==> config.mk <==
export PLATFORM = sky130hd
export DESIGN_NAME = exc_tracker
export DESIGN_NICKNAME = d
export VERILOG_FILES = /design/src/rtl/exc_tracker_pkg.sv /design/src/rtl/exc_tracker_slot.sv /design/src/rtl/exc_tracker.sv
export SDC_FILE = /design/constraint.sdc
export NUM_CORES = 1
export LEC_CHECK = 0
export ABC_CLOCK_PERIOD_IN_PS = 13300
export CORE_MARGIN = 1.5
export CORE_UTILIZATION = 55
export DETAILED_ROUTE_END_ITERATION = 10
export HOLD_SLACK_MARGIN = 0.15
export PLACE_DENSITY = 0.79
export SLEW_MARGIN = 5
export SYNTH_ARGS = -nofsm -noshare
export SYNTH_HDL_FRONTEND = slang
export SYNTH_SLANG_ARGS = --single-unit
==> constraint.sdc <==
create_clock -name clk -period 13.3 [get_ports clk]
set_input_delay 2.66 -clock clk [delete_from_list [all_inputs] [get_ports clk]]
set_output_delay 2.66 -clock clk [all_outputs]
set_load 0.005 [all_outputs]
==> src/rtl/exc_tracker_pkg.sv <==
// Shared CP0 definitions: exception codes used by CP0 and the exception tracker.
package exc_tracker_pkg;

    localparam logic [4:0] EXC_INT  = 5'd0;
    localparam logic [4:0] EXC_ADEL = 5'd4;
    localparam logic [4:0] EXC_ADES = 5'd5;
    localparam logic [4:0] EXC_SYS  = 5'd8;
    localparam logic [4:0] EXC_BP   = 5'd9;
    localparam logic [4:0] EXC_RI   = 5'd10;
    localparam logic [4:0] EXC_OV   = 5'd12;
    localparam logic [4:0] EXC_NONE = 5'h1F;

endpackage

==> src/rtl/exc_tracker_slot.sv <==
// One pipeline slot of the exception tracker: holds on stall, empties on
// flush, and on advance adopts the incoming entry, merging a new exception
// only when the entry is valid and not already faulted (older wins).
module exc_slot
    import exc_tracker_pkg::*;
#(
    parameter int W_ADDR = 32
) (
    input  logic              clk,
    input  logic              reset,
    input  logic              stall,
    input  logic              flush,
    input  logic              in_valid,
    input  logic [W_ADDR-1:0] in_pc,
    input  logic              in_in_ds,
    input  logic              in_is_exc,
    input  logic              in_is_eret,
    input  logic [4:0]        in_code,
    input  logic [W_ADDR-1:0] in_badvaddr,
    input  logic              set_exc,
    input  logic              set_eret,
    input  logic [4:0]        set_code,
    input  logic              set_bv_en,
    input  logic [W_ADDR-1:0] set_bv,
    output logic              q_valid,
    output logic [W_ADDR-1:0] q_pc,
    output logic              q_in_ds,
    output logic              q_is_exc,
    output logic              q_is_eret,
    output logic [4:0]        q_code,
    output logic [W_ADDR-1:0] q_badvaddr
);

    logic              nx_is_exc;
    logic              nx_is_eret;
    logic [4:0]        nx_code;
    logic [W_ADDR-1:0] nx_badvaddr;

    // Exception fields of the entry being loaded; bubbles never carry a fault
    always_comb begin
        nx_is_exc   = in_is_exc;
        nx_is_eret  = in_is_eret;
        nx_code     = in_code;
        nx_badvaddr = in_badvaddr;
        if (!in_valid) begin
            nx_is_exc  = 1'b0;
            nx_is_eret = 1'b0;
            nx_code    = EXC_NONE;
        end else if (!in_is_exc && set_exc) begin
            nx_is_exc  = 1'b1;
            nx_is_eret = set_eret;
            nx_code    = set_code;
            if (set_bv_en)
                nx_badvaddr = set_bv;
        end
    end

    // Slot register: reset/flush empty it, stall holds, otherwise advance
    always_ff @(posedge clk or posedge reset) begin
        if (reset) begin
            q_valid    <= 1'b0;
            q_pc       <= '0;
            q_in_ds    <= 1'b0;
            q_is_exc   <= 1'b0;
            q_is_eret  <= 1'b0;
            q_code     <= EXC_NONE;
            q_badvaddr <= '0;
        end else if (flush) begin
            q_valid    <= 1'b0;
            q_pc       <= '0;
            q_in_ds    <= 1'b0;
            q_is_exc   <= 1'b0;
            q_is_eret  <= 1'b0;
            q_code     <= EXC_NONE;
            q_badvaddr <= '0;
        end else if (!stall) begin
            q_valid    <= in_valid;
            q_pc       <= in_pc;
            q_in_ds    <= in_in_ds;
            q_is_exc   <= nx_is_exc;
            q_is_eret  <= nx_is_eret;
            q_code     <= nx_code;
            q_badvaddr <= nx_badvaddr;
        end
    end

endmodule

==> src/rtl/exc_tracker.sv <==
// Exception tracker: carries each instruction's first exception from ID
// through slots E, M and W so CP0 sees a precise, in-order exception at W.
module exc_tracker
    import exc_tracker_pkg::*;
#(
    parameter int W_ADDR = 32
) (
    input  logic              clk,
    input  logic              reset,
    input  logic              stall,
    input  logic              flush,
    input  logic              id_valid,
    input  logic [W_ADDR-1:0] id_pc,
    input  logic              id_in_ds,
    input  logic              id_ri,
    input  logic              id_sys,
    input  logic              id_bp,
    input  logic              id_eret,
    input  logic              ex_ov,
    input  logic              mem_adel,
    input  logic              mem_ades,
    input  logic [W_ADDR-1:0] mem_addr,
    output logic              wb_valid,
    output logic [W_ADDR-1:0] wb_pc,
    output logic [W_ADDR-1:0] wb_badvaddr,
    output logic [4:0]        wb_excCode,
    output logic              wb_is_exc,
    output logic              wb_is_in_ds,
    output logic              wb_is_eret,
    output logic              mem_kill
);

    logic              e_valid, e_in_ds, e_is_exc, e_is_eret;
    logic [W_ADDR-1:0] e_pc, e_badvaddr;
    logic [4:0]        e_code;
    logic              m_valid, m_in_ds, m_is_exc, m_is_eret;
    logic [W_ADDR-1:0] m_pc, m_badvaddr;
    logic [4:0]        m_code;

    logic              id_exc, id_exc_eret, id_bv_en;
    logic [4:0]        id_code;
    logic              mem_exc;
    logic [4:0]        mem_code;

    // Decode-stage exception priority: fetch misalignment beats RI, Sys, Bp, eret
    always_comb begin
        id_exc      = 1'b1;
        id_exc_eret = 1'b0;
        id_bv_en    = 1'b0;
        id_code     = EXC_NONE;
        if (id_pc[1:0] != 2'b00) begin
            id_code  = EXC_ADEL;
            id_bv_en = 1'b1;
        end else if (id_ri) begin
            id_code = EXC_RI;
        end else if (id_sys) begin
            id_code = EXC_SYS;
        end else if (id_bp) begin
            id_code = EXC_BP;
        end else if (id_eret) begin
            id_exc_eret = 1'b1;
        end else begin
            id_exc = 1'b0;
        end
    end

    // Data address error for slot M; load error takes precedence over store
    always_comb begin
        mem_exc  = mem_adel | mem_ades;
        mem_code = mem_adel ? EXC_ADEL : EXC_ADES;
    end

    exc_slot #(.W_ADDR(W_ADDR)) u_slot_e (
        .clk(clk), .reset(reset), .stall(stall), .flush(flush),
        .in_valid(id_valid), .in_pc(id_pc), .in_in_ds(id_in_ds),
        .in_is_exc(1'b0), .in_is_eret(1'b0), .in_code(EXC_NONE),
        .in_badvaddr('0),
        .set_exc(id_exc), .set_eret(id_exc_eret), .set_code(id_code),
        .set_bv_en(id_bv_en), .set_bv(id_pc),
        .q_valid(e_valid), .q_pc(e_pc), .q_in_ds(e_in_ds),
        .q_is_exc(e_is_exc), .q_is_eret(e_is_eret), .q_code(e_code),
        .q_badvaddr(e_badvaddr)
    );

    exc_slot #(.W_ADDR(W_ADDR)) u_slot_m (
        .clk(clk), .reset(reset), .stall(stall), .flush(flush),
        .in_valid(e_valid), .in_pc(e_pc), .in_in_ds(e_in_ds),
        .in_is_exc(e_is_exc), .in_is_eret(e_is_eret), .in_code(e_code),
        .in_badvaddr(e_badvaddr),
        .set_exc(ex_ov), .set_eret(1'b0), .set_code(EXC_OV),
        .set_bv_en(1'b0), .set_bv('0),
        .q_valid(m_valid), .q_pc(m_pc), .q_in_ds(m_in_ds),
        .q_is_exc(m_is_exc), .q_is_eret(m_is_eret), .q_code(m_code),
        .q_badvaddr(m_badvaddr)
    );

    exc_slot #(.W_ADDR(W_ADDR)) u_slot_w (
        .clk(clk), .reset(reset), .stall(stall), .flush(flush),
        .in_valid(m_valid), .in_pc(m_pc), .in_in_ds(m_in_ds),
        .in_is_exc(m_is_exc), .in_is_eret(m_is_eret), .in_code(m_code),
        .in_badvaddr(m_badvaddr),
        .set_exc(mem_exc), .set_eret(1'b0), .set_code(mem_code),
        .set_bv_en(1'b1), .set_bv(mem_addr),
        .q_valid(wb_valid), .q_pc(wb_pc), .q_in_ds(wb_is_in_ds),
        .q_is_exc(wb_is_exc), .q_is_eret(wb_is_eret), .q_code(wb_excCode),
        .q_badvaddr(wb_badvaddr)
    );

    // Block the data write of a faulting (or already faulted) instruction in M
    always_comb begin
        mem_kill = m_valid & (m_is_exc | mem_adel | mem_ades);
    end

endmodule

==> metrics.txt <==
die extent in y 133 um; Yosys reg bits 219; final setup violation count 0; yosys synthesis warning count 0; hold_ws 466 ps; Crit Path Category in -> out; drt drc 0; largest net degree at the start of global routing 151; Reg2Reg Setup Slack 11550 ps; Final min period 6600 ps; Seq/Total Area, Yosys 0.594; max-slew violation count 0; Post-Syn Nets 904; Post-CTS Resized 0; setup TNS 0 ps; Core ar. 16500 um2; hold_buf cts 0; clk root buf clkbuf_16; area added between synthesis and finish 24.3%; r2r startpoint u_slot_m.q_is_exc; IR drop worst, VDD 0.0842 mV; CTS tree yes; Num CTS Buffers 22; pwr dens 127 nW/um2; # Post-CTS Setup Buffers 0; Final #Nets 1017; Final GP Congestion 0.809; Crit. End Element output port; worst hold path type reg -> reg; Core Rows 47; Clock Skews 6.52 ps; Util after Layout 0.697; Max Buffers Root-to-Sink 3; Via density 5.54; vias in the first global route 6126; clock slew at reported path FFs 60 ps; Hold Vio Cnt, Final 0; antenna violations before repair 0; routed len/inst 17.0 um; clock latency on the worst-skew pair 490 ps; first-pass GRT wire length 32200 um; CTS H-tree lvls 1; die width 133 um; crit path launch type input pin; Starting DRT DRC Count 500; Post-Route WL 20000 um; clk sinks 219; CP Data Arrival Time 3940 ps; status completed; Worst EP required 10640 ps; IO Pins 151; Die Area 17600 um2; Initial Util 0.561; Tcrit/Tclk final 0.496; Final ANT Viol Nets 0; Post-DP HPWL 12400 um; worst slew pin tran 1030 ps; Critical path origin mem_adel; GRT Total Usage 0.227; Crit Path Max Fanout 4; Port-buffer cells 150; via count 6512; fmax 152 MHz; R2R depth 4; RSZ-0062 raised after global routing no; Reg2Reg Capture Point u_slot_w.q_badvaddr[17]; worst setup path end mem_kill; first-pass iteration count of the detailed router 5; n_diodes 0; grt ovf 0; number of library cell types mapped by synthesis 38; Syn Area/Cell 11.2 um2; Max-Cap Viols 0; hold path depth 2; synthesized instance count 827; Hold Crit Start u_slot_e.q_code[4]; share of layout cells above drive strength 1 0.0701; Slew HR 0.314; P_leak 0.00551 uW; Post-Synthesis Cell Area 9270 um2
-- worst max-delay path, cell delays in order --
cell	delay, ps
clkdlybuf4s50_1	460
o31a_1	360
clkdlybuf4s50_1	460
-- sequential cells by signal, indices dropped and copies added, names as in the netlist, 5 cells and up --
name and flops:
u_slot_e.q_badvaddr 32, u_slot_e.q_pc 32, u_slot_m.q_badvaddr 32, u_slot_m.q_pc 32
u_slot_w.q_badvaddr 32, u_slot_w.q_pc 32, u_slot_e.q_code 5, u_slot_m.q_code 5
u_slot_w.q_code 5
-- power breakdown --
part	switching [uW]	internal, uW	total, uW
Combinational	72.2	63.7	136
Sequential	13.4	690	703
Clock	249	371	620
Total	335	1120	1460
-- per-layer routing --
| metal | up-vias | track usage | wire length (um) |
|---|---|---|---|
| met5 | - | 0 | 0 |
| met4 | 0 | 0.0501 | 344 |
| met2 | 212 | 0.331 | 8850 |
| met3 | 29 | 0.0410 | 1250 |
| li1 | 3085 | - | - |
| met1 | 3186 | 0.357 | 9520 |
-- through the flow --
| step | std cells | power (uW) | worst slack, ps | instance area (um2) |
|---|---|---|---|---|
| 2_1_floorplan | 827 | 792 | 4670 | 9270 |
| 3_3_place_gp | 1136 | 848 | 6710 | 10800 |
| 3_5_place_dp | 1136 | 851 | 6700 | 10800 |
| 4_1_cts | 1176 | 1470 | 6690 | 11500 |
| 5_1_grt | 1176 | 1510 | 6660 | 11500 |
| 6_report | 1176 | 1460 | 6700 | 11500 |
-- cells in the final DEF (no fill, tap or decap), drive strengths merged, types with 4 or more instances in the layout --
cell	synthesis	final
a21oi	48	48
nor2	182	182
o311a	32	32
clkbuf	40	28
nand2	14	14
buf	28	9
inv	34	34
clkdlybuf4s50	0	148
dfrtp	204	204
clkinv	0	9
nand2b	4	4
dfstp	15	15
nor3	4	4
a22o	30	30
nor2b	4	4
mux2i	131	131
nand3	33	33
-- synthesized netlist by cell type (all sizes together) --
cell type,n,share of area
nor2b,4,0.0027
nand3,33,0.018
nor3b,2,0.0022
nor4b,1,0.00095
o31a,1,0.00095
o21ai,1,0.00054
a22o,30,0.028
o22ai,1,0.00068
nor2,182,0.075
buf,28,0.019
nand3b,2,0.0016
o22a,2,0.0019
or3b,1,0.0012
nand2b,4,0.0027
nand4,1,0.00068
o41ai,2,0.0019
a32o,1,0.0011
nand2,14,0.0057
clkbuf,40,0.016
a21o,2,0.0016
and2,1,0.00095
inv,34,0.014
a21oi,48,0.026
dfstp,15,0.043
o311a,32,0.035
and2b,1,0.00081
dfrtp,204,0.55
mux2i,131,0.14
o21bai,2,0.0016
o21ba,1,0.0011
or3,1,0.00068
a32oi,1,0.00095
nor3,4,0.0022
-- how the worst min path moves through the flow --
stage	end	slack [ps]
after floorplan	u_slot_w.q_code[4]	450
after global placement	u_slot_m.q_code[4]	460
after detailed placement	u_slot_m.q_code[4]	460
after CTS	u_slot_m.q_code[4]	470
after global routing	u_slot_m.q_code[4]	480
final	u_slot_m.q_code[4]	470
-- kinds of logic after synthesis --
logic type,count (synthesis),synth area share
compound gates,124,0.101
buf+inv,102,0.0492
flops,219,0.594
mux,131,0.142
simple gates,251,0.115
-- layout make-up --
cell class | instances | area, um2
Clock inverter | 12 | 111
Inverter | 34 | 135
Timing Repair Buffer | 157 | 1560
Fill cell | 1172 | 5010
Clock buffer | 28 | 624
Sequential cell | 219 | 5500
Multi-Input combinational cell | 506 | 3310
Tap cell | 220 | 275
No activity file was read; power rests on OpenSTA's default activity.
